$ cat config.mk
export PLATFORM = sky130hd
export DESIGN_NAME = led_share_sched_flat
export DESIGN_NICKNAME = d
export VERILOG_FILES = /design/src/rtl/led_share_sched_if.sv /design/src/rtl/led_share_sched.sv /design/src/flat_wrapper.sv
export SDC_FILE = /design/constraint.sdc
export NUM_CORES = 1
export LEC_CHECK = 0
export ABC_AREA = 1
export CAP_MARGIN = 20
export CELL_PAD_IN_SITES_DETAIL_PLACEMENT = 0
export CELL_PAD_IN_SITES_GLOBAL_PLACEMENT = 1
export CORE_ASPECT_RATIO = 0.75
export CORE_UTILIZATION = 44
export DETAILED_ROUTE_END_ITERATION = 7
export PLACE_DENSITY_LB_ADDON = 0.1
export SYNTH_ARGS = -nofsm -noshare
export SYNTH_HDL_FRONTEND = slang
export SYNTH_SLANG_ARGS = --single-unit
$ cat constraint.sdc
create_clock -name clk -period 2.8 [get_ports clk]
set_clock_uncertainty 0.2 [all_clocks]
set_input_delay 0.56 -clock clk [delete_from_list [all_inputs] [get_ports clk]]
set_output_delay 0.56 -clock clk [all_outputs]
set_load 0.005 [all_outputs]
$ cat src/rtl/led_share_sched_if.sv
// Status/LED handshake between requesters and the LED time-share scheduler.
// Requesters drive req/pattern/duty; the scheduler drives grant/busy/leds.
`timescale 1ns/1ps
interface led_share_sched_if #(
  parameter int N_REQ = 4,
  parameter int PWM_W = 4
);
  logic [N_REQ-1:0]   req;
  logic [3*N_REQ-1:0] pattern;
  logic [PWM_W-1:0]   duty;
  logic [N_REQ-1:0]   grant;
  logic               busy;
  logic [2:0]         leds;

  modport master (output req, pattern, duty, input grant, busy, leds);
  modport slave  (input req, pattern, duty, output grant, busy, leds);
endinterface

$ cat src/rtl/led_share_sched.sv
// Round-robin time-sharing of a 3-bit LED bank: SHOW dwell per grant, dark GAP,
// heartbeat counter when idle, all outputs brightness-limited by a global PWM duty.
`timescale 1ns/1ps
module led_share_sched #(
  parameter int N_REQ       = 4,
  parameter int HOLD_CYCLES = 8388608,
  parameter int GAP_CYCLES  = 1048576,
  parameter int IDLE_CTR_W  = 26,
  parameter int PWM_W       = 4
) (
  input  logic               clk,
  input  logic               rst,
  led_share_sched_if.slave   bus
);

  localparam int PTR_W   = $clog2(N_REQ);
  localparam int CNT_MAX = (HOLD_CYCLES > GAP_CYCLES) ? HOLD_CYCLES - 1 : GAP_CYCLES - 1;
  localparam int CNT_W   = (CNT_MAX > 0) ? $clog2(CNT_MAX + 1) : 1;

  typedef enum logic [1:0] {
    IDLE,
    SHOW,
    GAP
  } state_t;

  state_t                 state_q, state_d;
  logic [N_REQ-1:0]       grant_q, grant_d;
  logic                   busy_q, busy_d;
  logic [2:0]             leds_q, leds_d;
  logic [2:0]             shown_q, shown_d;
  logic [IDLE_CTR_W-1:0]  ctr_q, ctr_d;
  logic [PWM_W-1:0]       pwm_ctr_q, pwm_ctr_d;
  logic [CNT_W-1:0]       cnt_q, cnt_d;
  logic [PTR_W-1:0]       rr_ptr_q, rr_ptr_d;

  logic [PTR_W-1:0]       winner;
  logic                   any_req;
  logic                   start_grant;
  logic                   pwm_on;
  logic [2:0]             display;

  // Search starts just after the last winner, so a steady requester waits at most N_REQ-1 grants.
  always_comb begin
    any_req = 1'b0;
    winner  = rr_ptr_q;
    for (int k = 1; k <= N_REQ; k++) begin
      if (!any_req && bus.req[(int'(rr_ptr_q) + k) % N_REQ]) begin
        any_req = 1'b1;
        winner  = PTR_W'((int'(rr_ptr_q) + k) % N_REQ);
      end
    end
  end

  always_comb begin
    // NOTE: every next-state signal gets a default first, so no path through the case infers a latch.
    state_d     = state_q;
    grant_d     = grant_q;
    busy_d      = busy_q;
    shown_d     = shown_q;
    cnt_d       = cnt_q;
    rr_ptr_d    = rr_ptr_q;
    ctr_d       = ctr_q + 1'b1;
    pwm_ctr_d   = pwm_ctr_q + 1'b1;
    start_grant = 1'b0;

    case (state_q)
      IDLE: start_grant = any_req;
      SHOW: begin
        if (cnt_q != '0) begin
          cnt_d = cnt_q - 1'b1;
        end else begin
          state_d = GAP;
          cnt_d   = CNT_W'(GAP_CYCLES - 1);
          grant_d = '0;
        end
      end
      GAP: begin
        if (cnt_q != '0) begin
          cnt_d = cnt_q - 1'b1;
        end else if (any_req) begin
          start_grant = 1'b1;
        end else begin
          state_d = IDLE;
          busy_d  = 1'b0;
        end
      end
      default: begin
        state_d = IDLE;
        grant_d = '0;
        busy_d  = 1'b0;
      end
    endcase

    // Pattern is captured only here; later changes by the requester are ignored until the next grant.
    if (start_grant) begin
      state_d  = SHOW;
      grant_d  = N_REQ'(1) << winner;
      rr_ptr_d = winner;
      shown_d  = bus.pattern[3*int'(winner) +: 3];
      cnt_d    = CNT_W'(HOLD_CYCLES - 1);
      busy_d   = 1'b1;
    end

    // Display follows the state being entered so leds change on the same edge as grant.
    case (state_d)
      SHOW:    display = shown_d;
      GAP:     display = 3'b000;
      default: display = ctr_q[IDLE_CTR_W-1 -: 3];
    endcase

    pwm_on = (pwm_ctr_q < bus.duty);
    leds_d = display & {3{pwm_on}};
  end

  // NOTE: sequential state uses non-blocking assignments so all flops update from the same pre-edge values.
  always_ff @(posedge clk or posedge rst) begin
    if (rst) begin
      state_q   <= IDLE;
      grant_q   <= '0;
      busy_q    <= 1'b0;
      leds_q    <= 3'b000;
      shown_q   <= 3'b000;
      ctr_q     <= '0;
      pwm_ctr_q <= '0;
      cnt_q     <= '0;
      rr_ptr_q  <= PTR_W'(N_REQ - 1);
    end else begin
      state_q   <= state_d;
      grant_q   <= grant_d;
      busy_q    <= busy_d;
      leds_q    <= leds_d;
      shown_q   <= shown_d;
      ctr_q     <= ctr_d;
      pwm_ctr_q <= pwm_ctr_d;
      cnt_q     <= cnt_d;
      rr_ptr_q  <= rr_ptr_d;
    end
  end

  assign bus.grant = grant_q;
  assign bus.busy  = busy_q;
  assign bus.leds  = leds_q;

endmodule

$ cat src/flat_wrapper.sv
// flat-port wrapper written by rule: the top's interface ports become plain ports
module led_share_sched_flat 
#(
  parameter int N_REQ       = 4,
  parameter int HOLD_CYCLES = 8388608,
  parameter int GAP_CYCLES  = 1048576,
  parameter int IDLE_CTR_W  = 26,
  parameter int PWM_W       = 4
)
  (clk, rst, bus_req, bus_pattern, bus_duty, bus_grant, bus_busy, bus_leds);
  led_share_sched_if #(.N_REQ(N_REQ), .PWM_W(PWM_W)) bus_i ();
  input  logic clk;
  input  logic rst;
  input wire logic [$bits(bus_i.req)-1:0] bus_req;
  input wire logic [$bits(bus_i.pattern)-1:0] bus_pattern;
  input wire logic [$bits(bus_i.duty)-1:0] bus_duty;
  output wire logic [$bits(bus_i.grant)-1:0] bus_grant;
  output wire logic [$bits(bus_i.busy)-1:0] bus_busy;
  output wire logic [$bits(bus_i.leds)-1:0] bus_leds;
  assign bus_i.req = bus_req;
  assign bus_i.pattern = bus_pattern;
  assign bus_i.duty = bus_duty;
  assign bus_grant = bus_i.grant;
  assign bus_busy = bus_i.busy;
  assign bus_leds = bus_i.leds;
  led_share_sched #(.N_REQ(N_REQ), .HOLD_CYCLES(HOLD_CYCLES), .GAP_CYCLES(GAP_CYCLES), .IDLE_CTR_W(IDLE_CTR_W), .PWM_W(PWM_W)) u_core (.clk(clk), .rst(rst), .bus(bus_i));
endmodule
==> results of run 1 <==
-- power groups by stage --
stage	logic (mW)	clock network (mW)	registers, mW
floorplan	0.0491	0	1.00
global placement	0.0978	0	1.00
detailed placement	0.0987	0	1.00
CTS	0.0991	1.26	0.983
global route	0.112	1.29	0.983
finish	0.0972	1.23	0.984
-- routing by layer --
layer | vias to the layer above | track usage [%] | routed length (µm)
li1 | 1594 | - | -
met1 | 1411 | 28.6 | 4190
met2 | 53 | 30.2 | 3360
met3 | 7 | 5.18 | 268
met4 | 0 | 6.00 | 78
met5 | - | 0 | 0
-- cell families after synthesis --
logic type      after synthesis  synth area share (%)
flops                        68                  44.8
fa+ha+maj                     7                  2.30
buf+inv                      60                  6.81
compound gates               46                  6.58
simple gates                251                  32.3
xor+xnor                     31                  7.14
-- stage by stage --
step | setup TNS, ns | util, %
after CTS | 0 | 56.7
after global placement | 0 | 52.7
after floorplan | 0 | -
final | 0 | 57.0
after detailed placement | -0.00852 | 52.7
after global routing | 0 | 57.0
-- worst max path at each step --
stage and end:
5_1_grt u_core.bus.leds[2], 3_5_place_dp u_core.bus.leds[2], 4_1_cts u_core.bus.leds[2], 6_report u_core.bus.leds[2], 2_1_floorplan u_core.bus.busy, 3_3_place_gp u_core.bus.leds[2]
-- state kept, by name, indices dropped and copies added (netlist names) --
| signal | cells |
|---|---|
| u_core.bus.busy | 1 |
| u_core.ctr_q | 26 |
| u_core.shown_q | 3 |
| u_core.bus.grant | 4 |
| u_core.rr_ptr_q | 2 |
| u_core.cnt_q | 23 |
| u_core.bus.leds | 3 |
| u_core.pwm_ctr_q | 4 |
| u_core.state_q | 2 |
-- worst register-to-register path, cell delays in order, from the launching register on --
cell	delay, ns
dfrtp_1	0.37
inv_1	0.10
ha_1	0.20
nand2_2	0.09
nor2_4	0.15
inv_2	0.07
nor3_4	0.21
nand3_1	0.11
nand2_2	0.09
inv_2	0.04
o21ai_0	0.10
ha_1	0.30
nor2_2	0.17
nand3_1	0.09
a21oi_1	0.15
-- cell usage in the layout, fill, tap and decap left out, types with 10 or more instances in the layout --
master,count
xor2_1,20
dfrtp_1,66
o21ai_0,31
nand4_1,10
buf_4,14
inv_1,48
xnor2_1,11
clkdlybuf4s50_1,29
nand3_1,45
nor2_1,35
nand2_1,112
-- repair_timing --
item,CTS,global route
endpoints found under the setup margin,0,3
resized for setup,0,4
hold buffers,0,0
setup buffers,0,2
-- final cells by class --
| class | count | area [µm²] | area share, % |
|---|---|---|---|
| clock buffers | 11 | 253 | 5.46 |
| clock inverters | 4 | 72.6 | 1.57 |
| inverters | 54 | 205 | 4.43 |
| multi-input cells | 335 | 1850 | 40.0 |
| flip-flops and latches | 68 | 1700 | 36.8 |
| well taps | 105 | 131 | 2.84 |
| repair buffers | 44 | 415 | 8.97 |
==> qor.csv, run 1 <==
metric;value;unit
status;completed;
Hold Path Depth;1;
RSZ-0062 raised after global routing;no;
Finished Cell Area;4630;µm²
Logic pwr share;4.2;%
Max Buffers Root-to-Sink;2;
Placement Setup Slack;-0.00852;ns
sw frac;19.9;%
Via density;4.94;
Max H-tree Level;3;
CP Data Required Time;2.84;ns
Startpoint Class;register;
Max Slew Vio Count;0;
CTS Buf Count;9;
Slowest cell on crit path;dfrtp_1;
Pre-antenna DRT Iters;4;
Synth Flop Type;dfrtp_1;
synth warn;0;
syn avg cell area;8.21;µm²
Critical Path Source;u_core.cnt_q[0];
Synth area leaders;dfrtp_1 (43%), nand2_1 (11%), nand3_1 (5.9%);
Hold Fails Final Rpt;0;
Rows;28;
placer's final routability congestion estimate;0.807;
initial antenna violation count;0;
chip height;82.5;µm
WL final;7900;µm
Pint;1.85;mW
critical-path cell list;inv_1, ha_1, nand2_2, nor2_4, inv_2, nor3_4, nand3_1, nand2_2, inv_2, o21ai_0, ha_1, nor2_2, nand3_1, a21oi_1;
net count after synthesis;492;
critical path depth;14;
Async SR Flop Fraction;100;%
Cell Area, Synth;3800;µm²
fmax;0.396;GHz
I/O Pins;30;
CP endpoint kind;register;
synth cell count leaders;nand2_1 (112), dfrtp_1 (66), inv_1 (49);
die area;9020;µm²
CTS clk-pin slew, worst paths;0.06;ns
reg2reg path depth;14;
pwr dens;498;nW/µm²
Distinct cells, synth;37;
CTS root buf;clkbuf_16;
DRC Markers;0;
via count;3065;
Post-synth EDFFs;0;
ANT cells;0;
worst path arrival time;2.57;ns
Nets;541;
instance count of the mapped netlist;463;
final-report setup violation count;0;
critical path class;reg -> reg;
DR iter-0 viols;186;
hold slack;0.242;ns
Layout Area Growth over Synthesis;21.8;%
Non-Filler Instances;621;
largest net degree at the start of global routing;46;
Worst Path Buf+Inv;3;
dpl hpwl;5760;µm
maximum capacitance violations;0;
clk_lat worst skew;0.32;ns
CTS tree;yes;
Yosys reg bits;68;
setup slack after layout;0.273;ns
GRT overflow;0;
post-synthesis sequential area ratio;44.8;%
reg2reg end;u_core.bus.leds[2];
Port Buffers;29;
Largest delay share family, worst path;simple AND/OR/NAND/NOR gates;
DR WL/cell;12.7;µm
Peak VDD IR;339;µV
count leader, synth;nand2_1;
clock period minus worst slack;2.53;ns
Final period util;90.2;%
worst reg2reg startpoint;u_core.cnt_q[0];
Fill cells;781;
hold endpoint;u_core.ctr_q[0];
first-pass GRT wire length;13700;µm
Reg power frac;42.6;%
max incr delay on CP;0.37;ns
placed cell areas;4280;µm²
Least-Margin Pin Slew;0.574;ns
share of layout cells above drive strength 1;14.1;%
Crit Path Max Fanout;4;
area share of the largest cell type after synthesis;43.4;%
Rel. slew slack;61.7;%
reg-to-reg setup timing slack;0.27;ns
Hold/Removal Path Class;reg -> reg;
area leader, netlist;dfrtp_1;
P_leak;2.24;nW
Cell Count Post-Placement;604;
clock sink count;68;
Die X;109;µm
core footprint;8130;µm²
hold_sp;u_core.ctr_q[0];
total design power;2.31;mW
Starting Density;46.8;%
gr usage total;20.1;%
Net Switching;0.459;mW
Post-DRT Antenna Nets;0;
vias in the first global route;2968;
part of the power in the clock network;53.2;%
Power figures use the tool's default switching activity.
==> run 2, diff against run 1 <==
--- a/config.mk
+++ b/config.mk
@@ -10,8 +10,9 @@
 export CELL_PAD_IN_SITES_DETAIL_PLACEMENT = 0
 export CELL_PAD_IN_SITES_GLOBAL_PLACEMENT = 1
 export CORE_ASPECT_RATIO = 0.75
-export CORE_UTILIZATION = 44
+export CORE_UTILIZATION = 41
 export DETAILED_ROUTE_END_ITERATION = 7
+export HOLD_SLACK_MARGIN = 0.12
 export PLACE_DENSITY_LB_ADDON = 0.1
 export SYNTH_ARGS = -nofsm -noshare
 export SYNTH_HDL_FRONTEND = slang
==> run 2 against run 1 <==
Net effect: first-iteration DRC count fell by 5.9%; non-clock buffer count fell by 3; via count fell by 0.46%; hold slack improved by 0.0050 ns; fmax fell by 0.73%; critical path depth fell by 1; final cell count rose by 0.64%; utilization fell by 6.2 points; flip-flop and latch count did not move; cell area fell by 1.3%.
==> qor.csv, run 2 (same netlist as run 1, synthesis figures left out) <==
metric;value;unit;change
maximum capacitance violations;0;;unchanged
GRT overflow;0;;unchanged
first-pass GRT wire length;14300;µm;was 13,700 µm
I/O Pins;30;;unchanged
gr usage total;18.8;%;was 20.1%
clk_lat worst skew;0.32;ns;about the same
worst path arrival time;2.60;ns;was 2.57 ns
Rel. slew slack;67.3;%;was 61.7%
Via density;4.88;;was 4.94
CP endpoint kind;register;;unchanged
reg-to-reg setup timing slack;0.25;ns;was 0.27 ns
Least-Margin Pin Slew;0.490;ns;was 0.574 ns
Finished Cell Area;4570;µm²;was 4630 µm²
max FFs per register;26;;unchanged
total design power;2.11;mW;was 2.31 mW
max incr delay on CP;0.35;ns;was 0.37 ns
Max Slew Vio Count;0;;unchanged
Pre-antenna DRT Iters;4;;unchanged
Starting Density;42.2;%;was 46.8%
Hold Fails Final Rpt;0;;unchanged
CTS tree;yes;;unchanged
Rows;30;;was 28
RSZ-0062 raised after global routing;no;;unchanged
ANT cells;0;;unchanged
CP Data Required Time;2.85;ns;was 2.84 ns
Max Buffers Root-to-Sink;2;;unchanged
pwr dens;462;nW/µm²;was 498 nW/µm²
Fill cells;867;;was 781
WL final;7940;µm;was 7900 µm
Slowest cell on crit path;dfrtp_1;;unchanged
placed cell areas;4290;µm²;was 4280 µm²
CTS Buf Count;9;;unchanged
most used cell, CP;nor2_1;;
initial antenna violation count;0;;unchanged
fmax;0.393;GHz;was 0.396 GHz
most frequent cells in the layout;nand2_1 (112), dfrtp_1 (66), inv_1 (48);;unchanged
via count;3051;;was 3,065
Peak VDD IR;359;µV;was 339 µV
area occupied by multi-input gates;1840;µm²;was 1850 µm²
share of layout cells above drive strength 1;12.9;%;was 14.1%
commonest non-fill, non-tap cell in the layout;nand2_1;;unchanged
critical path class;reg -> reg;;unchanged
placer's final routability congestion estimate;0.778;;was 0.807
chip height;85.4;µm;was 82.5 µm
# hold bufs at CTS;0;;unchanged
post-CTS sizing;0;;unchanged
Max H-tree Level;3;;unchanged
CTS clk-pin slew, worst paths;0.05;ns;was 0.06 ns
hold slack;0.247;ns;was 0.242 ns
vias in the first global route;3032;;was 2,968
die area;9670;µm²;was 9020 µm²
Largest regs;u_core.ctr_q (26), u_core.cnt_q (23);;unchanged
DR iter-0 viols;175;;was 186
P_leak;2.21;nW;was 2.24 nW
Nets;538;;was 541
Crit Path Max Fanout;4;;unchanged
DR WL/cell;12.7;µm;about the same
Startpoint Class;register;;unchanged
clock sink count;68;;unchanged
Layout Area Growth over Synthesis;20.2;%;was 21.8%
CTS root buf;clkbuf_16;;unchanged
critical-path cell list;inv_1, ha_1, nand2_2, nor2_4, nand4_1, nor2_1, inv_1, nor2_1, a21oi_1, ha_1, nor2_1, nand3_1, a21oi_1;;was inv_1, ha_1, nand2_2, nor2_4, inv_2, nor3_4, nand3_1, nand2_2, inv_2, o21ai_0, ha_1, nor2_2, nand3_1, a21oi_1
Hold/Removal Path Class;reg -> reg;;unchanged
Die X;113;µm;was 109 µm
core footprint;9010;µm²;was 8130 µm²
Post-DRT Antenna Nets;0;;unchanged
Port Buffers;29;;unchanged
final-report setup violation count;0;;unchanged
Final period util;90.9;%;was 90.2%
postcts setup bufs;0;;unchanged
status;completed;;unchanged
largest net degree at the start of global routing;30;;was 46
most flop-heavy register;u_core.ctr_q;;unchanged
dpl hpwl;5940;µm;was 5760 µm
DRC Markers;0;;unchanged
clock period minus worst slack;2.55;ns;was 2.53 ns
Reg area;1700;µm²;unchanged
## run 2: cell count changes in the layout (fill, tap and decap cells not counted)
cell / delta
a21oi_1: +1
a21oi_2: -1
buf_12: +1
buf_4: -4
bufinv_16: -2
clkinv_2: +1
clkinvlp_4: +1
nor2_1: +3
nor2_2: -3
## run 2: stage by stage
step,util [%],setup TNS [ns],worst slack [ns],cells
after floorplan,-,0,0.332,463
after global placement,47.7,0,0.0579,610
after detailed placement,47.7,-0.0799,-0.0342,610
after CTS,50.7,0,0.226,625
after global routing,50.7,0,0.0429,625
final,50.7,0,0.255,625
## run 2: where the power goes
| part | leakage, nW | internal (mW) | switching [mW] |
|---|---|---|---|
| Clock | 0.133 | 0.638 | 0.391 |
| Sequential | 0.837 | 0.984 | 0 |
| Combinational | 1.23 | 0.0452 | 0.0529 |
## run 2: path summary, 6_finish.rpt
path | startpoint | endpoint | depth (start not counted)
max | u_core.cnt_q[0] | u_core.bus.leds[2] | 13
min | u_core.ctr_q[0] | u_core.ctr_q[0] | 1
max reg2reg | u_core.cnt_q[0] | u_core.bus.leds[2] | 13
min reg2reg | u_core.ctr_q[0] | u_core.ctr_q[0] | 1
max in group asynchronous | rst | u_core.ctr_q[12] | 3
min in group asynchronous | rst | u_core.cnt_q[2] | 2
## run 2: final cells by class
class / instances / area share (%)
inverter: 54 / 4.49
sequential: 68 / 37.3
clock buffer: 11 / 5.53
timing repair buffer: 41 / 8.87
multi-input combinational: 335 / 40.2
clock inverter: 4 / 0.547
tap: 112 / 3.07
## run 2: layer usage
metal	track usage [%]	up-vias	wire length, µm
li1	-	1598	-
met1	27.0	1396	4140
met2	28.2	53	3450
met3	4.79	4	308
met4	5.38	0	37
met5	0	-	0
## run 2: critical path, delay by kind of cell (launching register included)
| kind | cells | cell delay [ns] |
|---|---|---|
| AOI/OAI and AO/OA | 2 | 0.21 |
| adders and majority gates | 2 | 0.52 |
| buffers and inverters | 2 | 0.18 |
| DFF | 1 | 0.35 |
| and+or+nand+nor | 7 | 1.00 |
